===== src/rtl/note_sequencer_if.sv =====
// note_sequencer_if
//   Groups the command, pattern-write and playback-status signals of the
//   note sequencer into one bundle.
//   master : drives commands and pattern writes, observes playback status
//   slave  : the sequencer itself
//   Commands : start, stop, pause (1-cycle pulses), loop (level)
//   Writes   : wr_en, wr_addr, wr_note, wr_dur, wr_rest
//   Status   : note, gate, step, busy, done, state
interface note_sequencer_if #(
  parameter int DUR_W = 8
);
  logic             start;
  logic             stop;
  logic             pause;
  logic             loop;
  logic             wr_en;
  logic [2:0]       wr_addr;
  logic [2:0]       wr_note;
  logic [DUR_W-1:0] wr_dur;
  logic             wr_rest;
  logic [2:0]       note;
  logic             gate;
  logic [2:0]       step;
  logic             busy;
  logic             done;
  logic [1:0]       state;

  modport master (
    output start, stop, pause, loop,
    output wr_en, wr_addr, wr_note, wr_dur, wr_rest,
    input  note, gate, step, busy, done, state
  );

  modport slave (
    input  start, stop, pause, loop,
    input  wr_en, wr_addr, wr_note, wr_dur, wr_rest,
    output note, gate, step, busy, done, state
  );
endinterface


===== src/rtl/note_sequencer.sv =====
// note_sequencer
//   Programmable step sequencer feeding the note-select and enable inputs of
//   the square wave generator. Each pattern step holds a note index, a
//   duration in tempo ticks and a rest flag; every step is followed by a
//   fixed silent gap. Playback is controlled by a play/gap/pause/idle FSM.
//   Ports:
//     CLOCK_50 : system clock
//     reset    : synchronous, active-high reset
//     bus      : slave side of note_sequencer_if (commands, pattern writes,
//                note/gate/step/busy/done/state status)
module note_sequencer #(
  parameter int TICK_DIV  = 50000,
  parameter int STEPS     = 8,
  parameter int DUR_W     = 8,
  parameter int GAP_TICKS = 2
) (
  input logic             CLOCK_50,
  input logic             reset,
  note_sequencer_if.slave bus
);

  localparam int PRE_W = (TICK_DIV > 1) ? $clog2(TICK_DIV) : 1;
  localparam int GAP_W = (GAP_TICKS > 0) ? $clog2(GAP_TICKS + 1) : 1;
  localparam int AW    = (STEPS > 1) ? $clog2(STEPS) : 1;

  localparam logic [2:0]       LAST_STEP = 3'(STEPS - 1);
  localparam logic [PRE_W-1:0] PRE_MAX   = PRE_W'(TICK_DIV - 1);
  localparam logic [GAP_W-1:0] GAP_INIT  = GAP_W'(GAP_TICKS);

  typedef enum logic [1:0] {
    IDLE   = 2'b00,
    PLAY   = 2'b01,
    GAP    = 2'b10,
    PAUSED = 2'b11
  } state_t;

  state_t           state_q, state_d;
  state_t           ret_q, ret_d;
  logic [PRE_W-1:0] presc_q, presc_d;
  logic [DUR_W-1:0] dur_cnt_q, dur_cnt_d;
  logic [GAP_W-1:0] gap_cnt_q, gap_cnt_d;
  logic [2:0]       step_q, step_d;
  logic [2:0]       note_q, note_d;
  logic             gate_q, gate_d;
  logic             rest_q, rest_d;
  logic             done_q, done_d;

  logic [2:0]       mem_note_q [STEPS];
  logic [2:0]       mem_note_d [STEPS];
  logic [DUR_W-1:0] mem_dur_q  [STEPS];
  logic [DUR_W-1:0] mem_dur_d  [STEPS];
  logic             mem_rest_q [STEPS];
  logic             mem_rest_d [STEPS];

  logic             running;
  logic             tick;
  logic             do_load;
  logic             do_advance;
  logic [2:0]       load_idx;
  logic [AW-1:0]    load_addr;

  // The prescaler only runs while a note or gap is being timed, so a paused
  // sequence keeps its position within the current tick.
  assign running   = (state_q == PLAY) || (state_q == GAP);
  assign tick      = running && (presc_q == PRE_MAX);
  assign load_addr = load_idx[AW-1:0];

  // Pattern RAM: at most one entry written per cycle. Loads read the _q
  // contents, so a same-cycle write to the loaded address is seen only on
  // the next visit to that step.
  always_comb begin
    mem_note_d = mem_note_q;
    mem_dur_d  = mem_dur_q;
    mem_rest_d = mem_rest_q;
    if (bus.wr_en) begin
      mem_note_d[bus.wr_addr[AW-1:0]] = bus.wr_note;
      mem_dur_d[bus.wr_addr[AW-1:0]]  = bus.wr_dur;
      mem_rest_d[bus.wr_addr[AW-1:0]] = bus.wr_rest;
    end
  end

  always_comb begin
    state_d    = state_q;
    ret_d      = ret_q;
    presc_d    = presc_q;
    dur_cnt_d  = dur_cnt_q;
    gap_cnt_d  = gap_cnt_q;
    step_d     = step_q;
    note_d     = note_q;
    gate_d     = gate_q;
    rest_d     = rest_q;
    done_d     = 1'b0;
    do_load    = 1'b0;
    do_advance = 1'b0;
    load_idx   = 3'd0;

    if (running) begin
      presc_d = tick ? '0 : presc_q + PRE_W'(1);
    end

    case (state_q)
      IDLE: begin
        if (bus.start && !bus.stop) begin
          do_load  = 1'b1;
          load_idx = 3'd0;
          presc_d  = '0;
        end
      end
      PLAY: begin
        if (tick) begin
          if (dur_cnt_q == DUR_W'(1)) begin
            if (GAP_TICKS > 0) begin
              state_d   = GAP;
              gap_cnt_d = GAP_INIT;
              gate_d    = 1'b0;
            end else begin
              do_advance = 1'b1;
            end
          end else begin
            dur_cnt_d = dur_cnt_q - DUR_W'(1);
          end
        end
      end
      GAP: begin
        if (tick) begin
          if (gap_cnt_q == GAP_W'(1)) begin
            do_advance = 1'b1;
          end else begin
            gap_cnt_d = gap_cnt_q - GAP_W'(1);
          end
        end
      end
      PAUSED: begin
        if (bus.start || bus.pause) begin
          state_d = ret_q;
          gate_d  = (ret_q == PLAY) && !rest_q;
        end
      end
      default: begin
        state_d = IDLE;
      end
    endcase

    if (do_advance) begin
      if (step_q < LAST_STEP) begin
        do_load  = 1'b1;
        load_idx = step_q + 3'd1;
      end else if (bus.loop) begin
        do_load  = 1'b1;
        load_idx = 3'd0;
      end else begin
        state_d = IDLE;
        done_d  = 1'b1;
        step_d  = 3'd0;
        gate_d  = 1'b0;
      end
    end

    // A zero duration would never reach the last-tick compare, so it plays
    // as a single tick.
    if (do_load) begin
      state_d   = PLAY;
      step_d    = load_idx;
      note_d    = mem_note_q[load_addr];
      dur_cnt_d = (mem_dur_q[load_addr] == '0) ? DUR_W'(1) : mem_dur_q[load_addr];
      rest_d    = mem_rest_q[load_addr];
      gate_d    = !mem_rest_q[load_addr];
    end

    // The cycle in which pause arrives still counts as played time; the
    // state it would have moved to becomes the resume target. start has
    // priority over pause and is a no-op while playing.
    if (running && bus.pause && !bus.start && (state_d != IDLE)) begin
      ret_d   = state_d;
      state_d = PAUSED;
      gate_d  = 1'b0;
    end

    if (bus.stop && (state_q != IDLE)) begin
      state_d = IDLE;
      gate_d  = 1'b0;
      step_d  = 3'd0;
      note_d  = 3'd0;
      done_d  = 1'b0;
      presc_d = '0;
    end
  end

  always_ff @(posedge CLOCK_50) begin
    if (reset) begin
      state_q   <= IDLE;
      ret_q     <= PLAY;
      presc_q   <= '0;
      dur_cnt_q <= '0;
      gap_cnt_q <= '0;
      step_q    <= 3'd0;
      note_q    <= 3'd0;
      gate_q    <= 1'b0;
      rest_q    <= 1'b0;
      done_q    <= 1'b0;
      for (int i = 0; i < STEPS; i++) begin
        mem_note_q[i] <= 3'(i);
        mem_dur_q[i]  <= DUR_W'(8);
        mem_rest_q[i] <= 1'b0;
      end
    end else begin
      state_q    <= state_d;
      ret_q      <= ret_d;
      presc_q    <= presc_d;
      dur_cnt_q  <= dur_cnt_d;
      gap_cnt_q  <= gap_cnt_d;
      step_q     <= step_d;
      note_q     <= note_d;
      gate_q     <= gate_d;
      rest_q     <= rest_d;
      done_q     <= done_d;
      mem_note_q <= mem_note_d;
      mem_dur_q  <= mem_dur_d;
      mem_rest_q <= mem_rest_d;
    end
  end

  assign bus.note  = note_q;
  assign bus.gate  = gate_q;
  assign bus.step  = step_q;
  assign bus.busy  = (state_q != IDLE);
  assign bus.done  = done_q;
  assign bus.state = state_q;

endmodule


===== src/flat_wrapper.sv =====
// flat-port wrapper written by rule: the top's interface ports become plain ports
module note_sequencer_flat 
#(
  parameter int TICK_DIV  = 50000,
  parameter int STEPS     = 8,
  parameter int DUR_W     = 8,
  parameter int GAP_TICKS = 2
)
  (CLOCK_50, reset, bus_start, bus_stop, bus_pause, bus_loop, bus_wr_en, bus_wr_addr, bus_wr_note, bus_wr_dur, bus_wr_rest, bus_note, bus_gate, bus_step, bus_busy, bus_done, bus_state);
  note_sequencer_if #(.DUR_W(DUR_W)) bus_i ();
  input logic CLOCK_50;
  input logic reset;
  input wire logic [$bits(bus_i.start)-1:0] bus_start;
  input wire logic [$bits(bus_i.stop)-1:0] bus_stop;
  input wire logic [$bits(bus_i.pause)-1:0] bus_pause;
  input wire logic [$bits(bus_i.loop)-1:0] bus_loop;
  input wire logic [$bits(bus_i.wr_en)-1:0] bus_wr_en;
  input wire logic [$bits(bus_i.wr_addr)-1:0] bus_wr_addr;
  input wire logic [$bits(bus_i.wr_note)-1:0] bus_wr_note;
  input wire logic [$bits(bus_i.wr_dur)-1:0] bus_wr_dur;
  input wire logic [$bits(bus_i.wr_rest)-1:0] bus_wr_rest;
  output wire logic [$bits(bus_i.note)-1:0] bus_note;
  output wire logic [$bits(bus_i.gate)-1:0] bus_gate;
  output wire logic [$bits(bus_i.step)-1:0] bus_step;
  output wire logic [$bits(bus_i.busy)-1:0] bus_busy;
  output wire logic [$bits(bus_i.done)-1:0] bus_done;
  output wire logic [$bits(bus_i.state)-1:0] bus_state;
  assign bus_i.start = bus_start;
  assign bus_i.stop = bus_stop;
  assign bus_i.pause = bus_pause;
  assign bus_i.loop = bus_loop;
  assign bus_i.wr_en = bus_wr_en;
  assign bus_i.wr_addr = bus_wr_addr;
  assign bus_i.wr_note = bus_wr_note;
  assign bus_i.wr_dur = bus_wr_dur;
  assign bus_i.wr_rest = bus_wr_rest;
  assign bus_note = bus_i.note;
  assign bus_gate = bus_i.gate;
  assign bus_step = bus_i.step;
  assign bus_busy = bus_i.busy;
  assign bus_done = bus_i.done;
  assign bus_state = bus_i.state;
  note_sequencer #(.TICK_DIV(TICK_DIV), .STEPS(STEPS), .DUR_W(DUR_W), .GAP_TICKS(GAP_TICKS)) u_core (.CLOCK_50(CLOCK_50), .reset(reset), .bus(bus_i));
endmodule

===== config.mk =====
export PLATFORM = sky130hd
export DESIGN_NAME = note_sequencer_flat
export DESIGN_NICKNAME = d
export VERILOG_FILES = /design/src/rtl/note_sequencer_if.sv /design/src/rtl/note_sequencer.sv /design/src/flat_wrapper.sv
export SDC_FILE = /design/constraint.sdc
export NUM_CORES = 1
export LEC_CHECK = 0
export CAP_MARGIN = 20
export CORE_MARGIN = 1
export CORE_UTILIZATION = 45
export DETAILED_ROUTE_END_ITERATION = 8
export HOLD_SLACK_MARGIN = 0.1
export MAX_ROUTING_LAYER = met4
export PLACE_DENSITY = 0.73
export SYNTH_ARGS = -nofsm -noshare
export SYNTH_HDL_FRONTEND = slang
export SYNTH_SLANG_ARGS = --single-unit
export TNS_END_PERCENT = 100

===== constraint.sdc =====
create_clock -name CLOCK_50 -period 6.4 [get_ports CLOCK_50]
set_input_delay 1.28 -clock CLOCK_50 [delete_from_list [all_inputs] [get_ports CLOCK_50]]
set_output_delay 1.28 -clock CLOCK_50 [all_outputs]
set_load 0.03 [all_outputs]

# After elaboration in Yosys (flattened, before gate mapping)

Cells that the tools add are included.

Add/sub/neg operators: 4
Magnitude comparators: 4
Equal/unequal tests: 14
Mux-type cells: 64
Bitwise operators: 3
Reduce and logical (&&, ||, !) cells: 28

Operator list:

| cell                  | number |
|---|---|
| $bwmux 64             | 1 |
| $mux 16               | 4 |
| $mux 8                | 8 |
| $mux 3                | 9 |
| $bmux 8 s3            | 1 |
| $bwmux 24             | 1 |
| $demux 8 s3           | 1 |
| $mux 2                | 12 |
| $mux 1                | 19 |
| $add 16x1->16 const B | 1 |
| $eq 16x16->1 const B  | 1 |
| $reduce_bool 2->1     | 6 |
| $ne 2x1->1 const B    | 5 |
| $bmux 3 s3            | 1 |
| $demux 3 s3           | 1 |
| $bwmux 8              | 1 |
| $eq 8x1->1 const B    | 1 |
| $ge 4x4->1 const B    | 2 |
| $logic_and 1x1->1     | 8 |
| $logic_not 8->1       | 1 |
| $not 3->4             | 2 |
| $pmux 2 s2            | 2 |
| $sub 8x1->8 const B   | 1 |
| $eq 2x1->1 const B    | 3 |
| other kinds (18)      | 25 |

Bits in registers: 135
Input bits: 22
Output and inout port bits: 11
Logic and storage cells: 151

# Depth between registers and ports, before layout

Gate-level depths: netlist (run 1).

Depth in word-level cells: 13
Depth in mapped cells: 14

# Worst setup path before layout (run 1)

No wires, ideal clock.

Path type: flip-flop to flip-flop
Start: register u_core.state_q[0], in the netlist u_core.bus.state[0]
End: register u_core.note_q[0], in the netlist u_core.bus.note[0]
Setup time: 130 ps
Arrival time: 3142 ps
Data required time: 6270 ps
Setup slack: 3127 ps
Cell stages (with the launch flop): 13
Clock period less this slack: 3273 ps
Path through: dfxtp_1 -> inv_1 -> ha_1 -> buf_4 -> nand4_2 -> or4b_4 -> buf_6 -> or4_1 -> buf_2 -> buf_4 -> mux4_2 -> a22oi_1 -> a21oi_1

Cells in the longest elaborated chain, start to end: 10
Elaborated cells on any way between the ends: 19
Those cells by class: eq/ne (2); mux (10); bitwise (1); reduce/logical (6)

RTL lines:

| element                                         | line                                        | text |
|---|---|---|
| start: declaration                              | note_sequencer.sv:37                        | `state_t state_q, state_d;` |
| start signal: assignment                        | note_sequencer.sv:207                       | `state_q <= state_d;` |
| $eq 2x1->1 / $eq 2x2->1 (equally long branches) | note_sequencer.sv:64, note_sequencer.sv:101 |  |
| $logic_or 1x1->1                                | note_sequencer.sv:64                        | `assign running = (state_q == PLAY) \|\| (state_q == GAP);` |
| $logic_and 1x1->1                               | note_sequencer.sv:65                        | `assign tick = running && (presc_q == PRE_MAX);` |
| $mux 1                                          | note_sequencer.sv:125                       | `if (tick) begin` |
| $mux 1                                          | n/a                                         |  |
| $mux 3                                          | note_sequencer.sv:144                       | `if (do_advance) begin` |
| $not 3->4 (not written as such)                 | note_sequencer.sv:164                       | `note_d = mem_note_q[load_addr];` |
| $bmux 3 s3                                      | note_sequencer.sv:164                       |  |
| $mux 3 (not written as such) (2 in series)      | note_sequencer.sv:164                       |  |
| end signal: assignment                          | note_sequencer.sv:213                       | `note_q <= note_d;` |
| end: declaration                                | note_sequencer.sv:43                        | `logic [2:0] note_q, note_d;` |

Several ways; a longest one is shown, not always the timed one. The select of a mux whose other input is x is not followed.
A chain may end at the register's enable or synchronous reset.

# Worst setup path in the final report (run 1)

Start: register u_core.state_q[0], in the netlist u_core.bus.state[0]
End: register u_core.note_q[1], in the netlist u_core.bus.note[1]

The elaborated chain is that of the path after synthesis.

==> results of run 1 <==
-- cell type report --
cell class | count | area (um2)
Multi-Input combinational cell | 588 | 3306
Fill cell | 1285 | 6598
Clock inverter | 10 | 71.32
Timing Repair Buffer | 40 | 385.4
Inverter | 20 | 75.07
Sequential cell | 135 | 2703
Clock buffer | 22 | 464.2
Tap cell | 180 | 225.2
-- cell usage after synthesis, types with 2 or more instances --
| cell type | n |
|---|---|
| a211o_1 | 2 |
| a211oi_1 | 9 |
| a21oi_1 | 99 |
| a22oi_1 | 3 |
| and3_1 | 2 |
| buf_1 | 3 |
| buf_2 | 7 |
| buf_4 | 2 |
| buf_6 | 3 |
| clkbuf_1 | 34 |
| clkbuf_2 | 8 |
| dfxtp_1 | 135 |
| ha_1 | 9 |
| inv_1 | 20 |
| mux2_2 | 15 |
| mux2i_1 | 6 |
| mux4_2 | 6 |
| nand2_1 | 229 |
| nand2b_1 | 7 |
| nand3_1 | 14 |
| nand3b_1 | 21 |
| nand4_1 | 7 |
| nor2_1 | 48 |
| nor2b_1 | 7 |
| nor3_1 | 12 |
| nor3b_1 | 3 |
| nor4_1 | 3 |
| nor4b_1 | 2 |
| o211ai_1 | 2 |
| o21a_1 | 6 |
| o21ai_0 | 8 |
| o221ai_1 | 13 |
| o22ai_1 | 5 |
| or3_1 | 4 |
| or4_1 | 6 |
| xnor2_1 | 11 |
| xor2_1 | 6 |
-- per-layer routing --
metal,share of wire (%),wire length (um)
met1,44,7233
met5,0,0
met2,48,7822
met3,6.8,1111
met4,1.7,272
-- cell families after synthesis --
group | count (synthesis) | synth area share (%)
AOI/OAI and AO/OA | 159 | 15.28
xor gates and xnor gates | 17 | 2.346
adders and majority gates | 9 | 1.774
buffers and inverters | 77 | 5.323
DFF | 135 | 42.59
muxes | 28 | 5.974
and+or+nand+nor | 375 | 26.72
-- state kept, by name, summed over array words and instances, names as in the netlist --
| name | cells |
|---|---|
| u_core.mem_dur_q | 64 |
| u_core.ret_q | 2 |
| u_core.bus.note | 3 |
| u_core.bus.done | 1 |
| u_core.presc_q | 16 |
| u_core.rest_q | 1 |
| u_core.mem_note_q | 24 |
| u_core.mem_rest_q | 8 |
| u_core.bus.step | 3 |
| u_core.gap_cnt_q | 2 |
| u_core.bus.gate | 1 |
| u_core.dur_cnt_q | 8 |
| u_core.bus.state | 2 |
-- report_power, final --
group          total (uW)  internal, uW  switching, uW
Combinational         137          52.2           84.7
Sequential            875           862           13.4
Clock                 883           515            367
Total                1890          1430            465
-- path summary, 6_finish.rpt --
kind	end	slack, ps	cells after the start
min	u_core.mem_dur_q[17]	450	2
max	u_core.bus.note[1]	2880	8
min reg2reg	u_core.mem_dur_q[17]	450	2
max reg2reg	u_core.bus.note[1]	2880	8
-- worst max-delay path: stages, from the launching register on --
cell and delay [ps]:
dfxtp_1 430, inv_1 120, ha_1 440, nand4_2 130, or4b_4 580, or4_1 830, mux4_2 590, a22oi_1 180
a21oi_1 90
-- through the flow --
stage	area, um2	worst slack [ps]	cells	hold WS, ps
floorplan	6346	3127	800	431.3
global placement	6671	2937	961	439.3
detailed placement	6694	2867	963	443.0
CTS	7229	2861	995	451.4
global route	7229	2660	995	464.0
finish	7229	2877	995	451.7
==> metrics.csv, run 1 <==
metric;value;unit
run status;finished clean;
reg2reg start;u_core.bus.state[0];
Worst Setup End Kind;register;
Required @ worst endpoint;6700;ps
syn_nets;831;
Async SR Flop Fraction;0;%
Longest Clk Path Bufs;2;
CP max FO;17;
proportion of synthesized chip area in sequential cells;42.59;%
Reg clk slew, reported paths;60;ps
Post-synth EDFFs;0;
min-delay worst type;register to register;
M1 GR Usage;29.94;%
most frequent cells in the layout;229 x nand2_1, 135 x dfxtp_1, 99 x a21oi_1, 48 x nor2_1, 31 x clkdlybuf4s50_1;
grt ovf;0;
Hold Violations, Final;0;
Pre-antenna DRT Iters;5;
largest net degree at the start of global routing;112;
Max-Cap Viols;0;
share of layout cells above drive strength 1;8.589;%
Die H;120.8;um
ANT nets after route;0;
H-Tree Depth;4;
Layout Nets;833;
yosys warns;0;
flops & latches, synth;135;
vias in the first global route;5156;
Final Critical Period;3523;ps
Cell Area, Synth;0.006346;mm2
global routing's busiest layer;met2;
via count;5456;
Core Region;0.01383;mm2
Final Setup Violations;0;
power density cells;262.0;mW/mm2
Leak;0.002558;uW
TritonCTS clock tree;built;
Slew HR;25.61;%
worst skew pair latency;430;ps
Via-to-Cell Ratio;5.483;
GP Congestion;0.8597;
Hold Buf Count CTS;0;
Max Transition Viols Final;0;
maximum clock rate;283.9;MHz
period utilization;55.05;%
initial antenna violation count;0;
total die area;0.01458;mm2
critical path class;register to register;
drt drc;0;
worst slew pin tran;1116;ps
First DRT Iteration DRCs;498;
Top-Level Pins;33;
Syn Inst Count;800;
Primary FF master, synth;dfxtp_1;
Setup Buffers After CTS;0;
# diodes;0;
die span in x;120.8;um
CTS root buffer;clkbuf_16;
All-Layer GR Usage;24.26;%
Resized cells post-CTS;0;
first-pass GRT wire length;26280;um
WL/cell;16.52;um
Avg Inst Size Synth;7.933;um2
commonest non-fill, non-tap cell in the layout;nand2_1;
Port Buffer Count;32;
CTS sink cnt;135;
DP HPWL;10600;um
Yosys top cell by area;dfxtp_1;
Initial Util;45.90;%
global routing met3 resource utilization;5.425;%
TNS Setup;0;ps
GR Layer Usage met2;39.08;%
synth top area cells;dfxtp_1 43%, nand2_1 14%, a21oi_1 7.8%;
Max VDD drop;0.1945;mV
CTS Buf Count;17;
CP Launch Type;register;
WP data arrival;3820;ps
post-layout util;52.28;%
# rows;43;
hold path start;u_core.mem_dur_q[17];
Layout Skew;9.726;ps
Area Growth Syn to Fin;13.92;%
Final Power;1894;uW
unrepaired setup endpoints after global routing;no;
Post-Route WL;16440;um
Distinct cells, synth;60;
Worst Setup SP;u_core.bus.state[0];
share of the synthesized area in the top cell type;42.59;%
Note: power is estimated with default switching activity, not from simulation.
==> run 2, diff against run 1 <==
- PLACE_DENSITY: 0.73 -> 0.75
- clock period: 6.4 -> 3.1 ns (I/O delays scaled with it)
==> metrics.csv, run 2 (synthesis gave the netlist of run 1 again) <==
metric;value;unit;change
Biggest register;u_core.mem_dur_q;;
H-Tree Depth;4;;unchanged
First DRT Iteration DRCs;540;;+8.4%
vias in the first global route;5280;;+2.4%
CTS Buf Count;17;;unchanged
Hold Buf Count CTS;0;;unchanged
Pre-antenna DRT Iters;5;;unchanged
# diodes;0;;unchanged
WL/cell;17.08;um;+3.4%
fill count;1274;;-0.86%
Post-Route WL;17250;um;+4.9%
total die area;0.01458;mm2;unchanged
min-delay worst type;register to register;;
flip-flop count of the largest register after layout;64;;unchanged
GP Congestion;0.8732;;+1.6%
Reg clk slew, reported paths;60;ps;about the same
Die H;120.8;um;unchanged
WP data arrival;3290;ps;-530 ps
Placed Area;0.006797;mm2;+1.5%
CP max FO;15;;-2
critical path class;register to register;;
most frequent cells in the layout;229 x nand2_1, 133 x dfxtp_1, 99 x a21oi_1, 48 x nor2_1, 31 x clkdlybuf4s50_1;;
CTS root buffer;clkbuf_16;;
Non-Filler Instances;1010;;+1.5%
DP Cell Count;977;;+1.5%
share of layout cells above drive strength 1;11.57;%;+3.0 points
Leak;0.002684;uW;+4.9%
Max Transition Viols Final;0;;unchanged
largest net degree at the start of global routing;64;;-43%
Slew HR;52.89;%;+27 points
dpl ws;57.25;ps;-2810 ps
Layout Nets;849;;+1.9%
Final Critical Period;2991;ps;-532.3 ps
CTS sink cnt;135;;unchanged
first-pass GRT wire length;27220;um;+3.6%
Port Buffer Count;32;;unchanged
Hold Violations, Final;0;;unchanged
Max-Cap Viols;0;;unchanged
worst slew pin tran;704.7;ps;-411.2 ps
TritonCTS clock tree;built;;
commonest non-fill, non-tap cell in the layout;nand2_1;;
DP HPWL;11200;um;+5.6%
Worst Setup End Kind;register;;
TNS Setup;0;ps;unchanged
Finished Cell Area;0.007462;mm2;+3.2%
post-layout util;53.97;%;+1.7 points
via count;5727;;+5.0%
Final Setup Violations;0;;unchanged
run status;finished clean;;
Initial Util;45.90;%;unchanged
Required @ worst endpoint;3400;ps;-3300 ps
Core Region;0.01383;mm2;unchanged
grt ovf;0;;unchanged
Top Registers;u_core.mem_dur_q x64, u_core.mem_note_q x24, u_core.presc_q x16;;
# rows;43;;unchanged
maximum clock rate;334.4;MHz;+18%
Via-to-Cell Ratio;5.670;;+3.4%
die span in x;120.8;um;unchanged
Worst Slack Setup Final;109.4;ps;-2768 ps
Area Growth Syn to Fin;17.59;%;
unrepaired setup endpoints after global routing;yes;;
Longest Clk Path Bufs;2;;unchanged
Top-Level Pins;33;;unchanged
initial antenna violation count;0;;unchanged
CP Launch Type;register;;
drt drc;0;;unchanged
ANT nets after route;0;;unchanged
Max VDD drop;0.4230;mV;+120%
power density cells;560.2;mW/mm2;+110%
period utilization;96.47;%;+41 points
All-Layer GR Usage;25.01;%;+0.75 points
worst skew pair latency;430;ps;about the same
Layout Skew;4.534;ps;-5.192 ps
## run 2: cell types whose count changed in the layout (fill, tap and decap cells not counted), moves of 2 or more
cell,delta
buf_4,+16
clkinvlp_4,-2
o221ai_1,-4
clkbuf_1,-3
o221ai_2,+4
dfxtp_1,-2
bufinv_16,+3
## run 2: critical path, stage by stage (launching register included)
cell	delay, ps
dfxtp_4	380
inv_1	80
ha_1	320
nand4_2	110
or4b_4	580
or4_1	520
buf_6	190
mux2_4	310
o21ai_1	110
a21oi_1	100
nor3b_1	150
## run 2: metal layers
layer | global-route usage [%] | routed length, um
met5 | - | 0
met4 | 11.88 | 524
met3 | 4.670 | 1160
met2 | 39.62 | 8247
met1 | 30.76 | 7319
## run 2: path summary, 6_finish.rpt
kind | start | to | slack (ps) | depth (start not counted)
setup / recovery | u_core.bus.state[0] | u_core.rest_q | 110 | 10
hold / removal | u_core.mem_dur_q[29] | u_core.mem_dur_q[29] | 450 | 2
setup reg to reg | u_core.bus.state[0] | u_core.rest_q | 110 | 10
hold reg to reg | u_core.mem_dur_q[29] | u_core.mem_dur_q[29] | 450 | 2
## run 2: layout make-up
type                            count  area (um2)  area share, %
Sequential cell                   135        2708          36.28
Tap cell                          180       225.2          3.018
Clock buffer                       19       452.9          6.070
Inverter                           20       75.07          1.006
Timing Repair Buffer               56       505.5          6.774
Clock inverter                     12       151.4          2.029
Multi-Input combinational cell    588        3344          44.82
## run 2: report_power, final
group	switching [uW]	internal, uW
Clock	781	1300
Combinational	179	113
Sequential	29.3	1780
## run 2: through the flow
stage / total power (uW) / hold WS, ps
3_5_place_dp: 2129 / 446.9
3_3_place_gp: 2126 / 439.4
4_1_cts: 4171 / 455.1
2_1_floorplan: 2032 / 431.3
6_report: 4180 / 452.6
5_1_grt: 4294 / 469.8
## run 2: repair_timing
| action | CTS | global route |
|---|---|---|
| resized for setup | 0 | 9 |
| endpoints found under the hold margin | 0 | 0 |
| setup buffers | 0 | 2 |
| endpoints found under the setup margin | 0 | 12 |
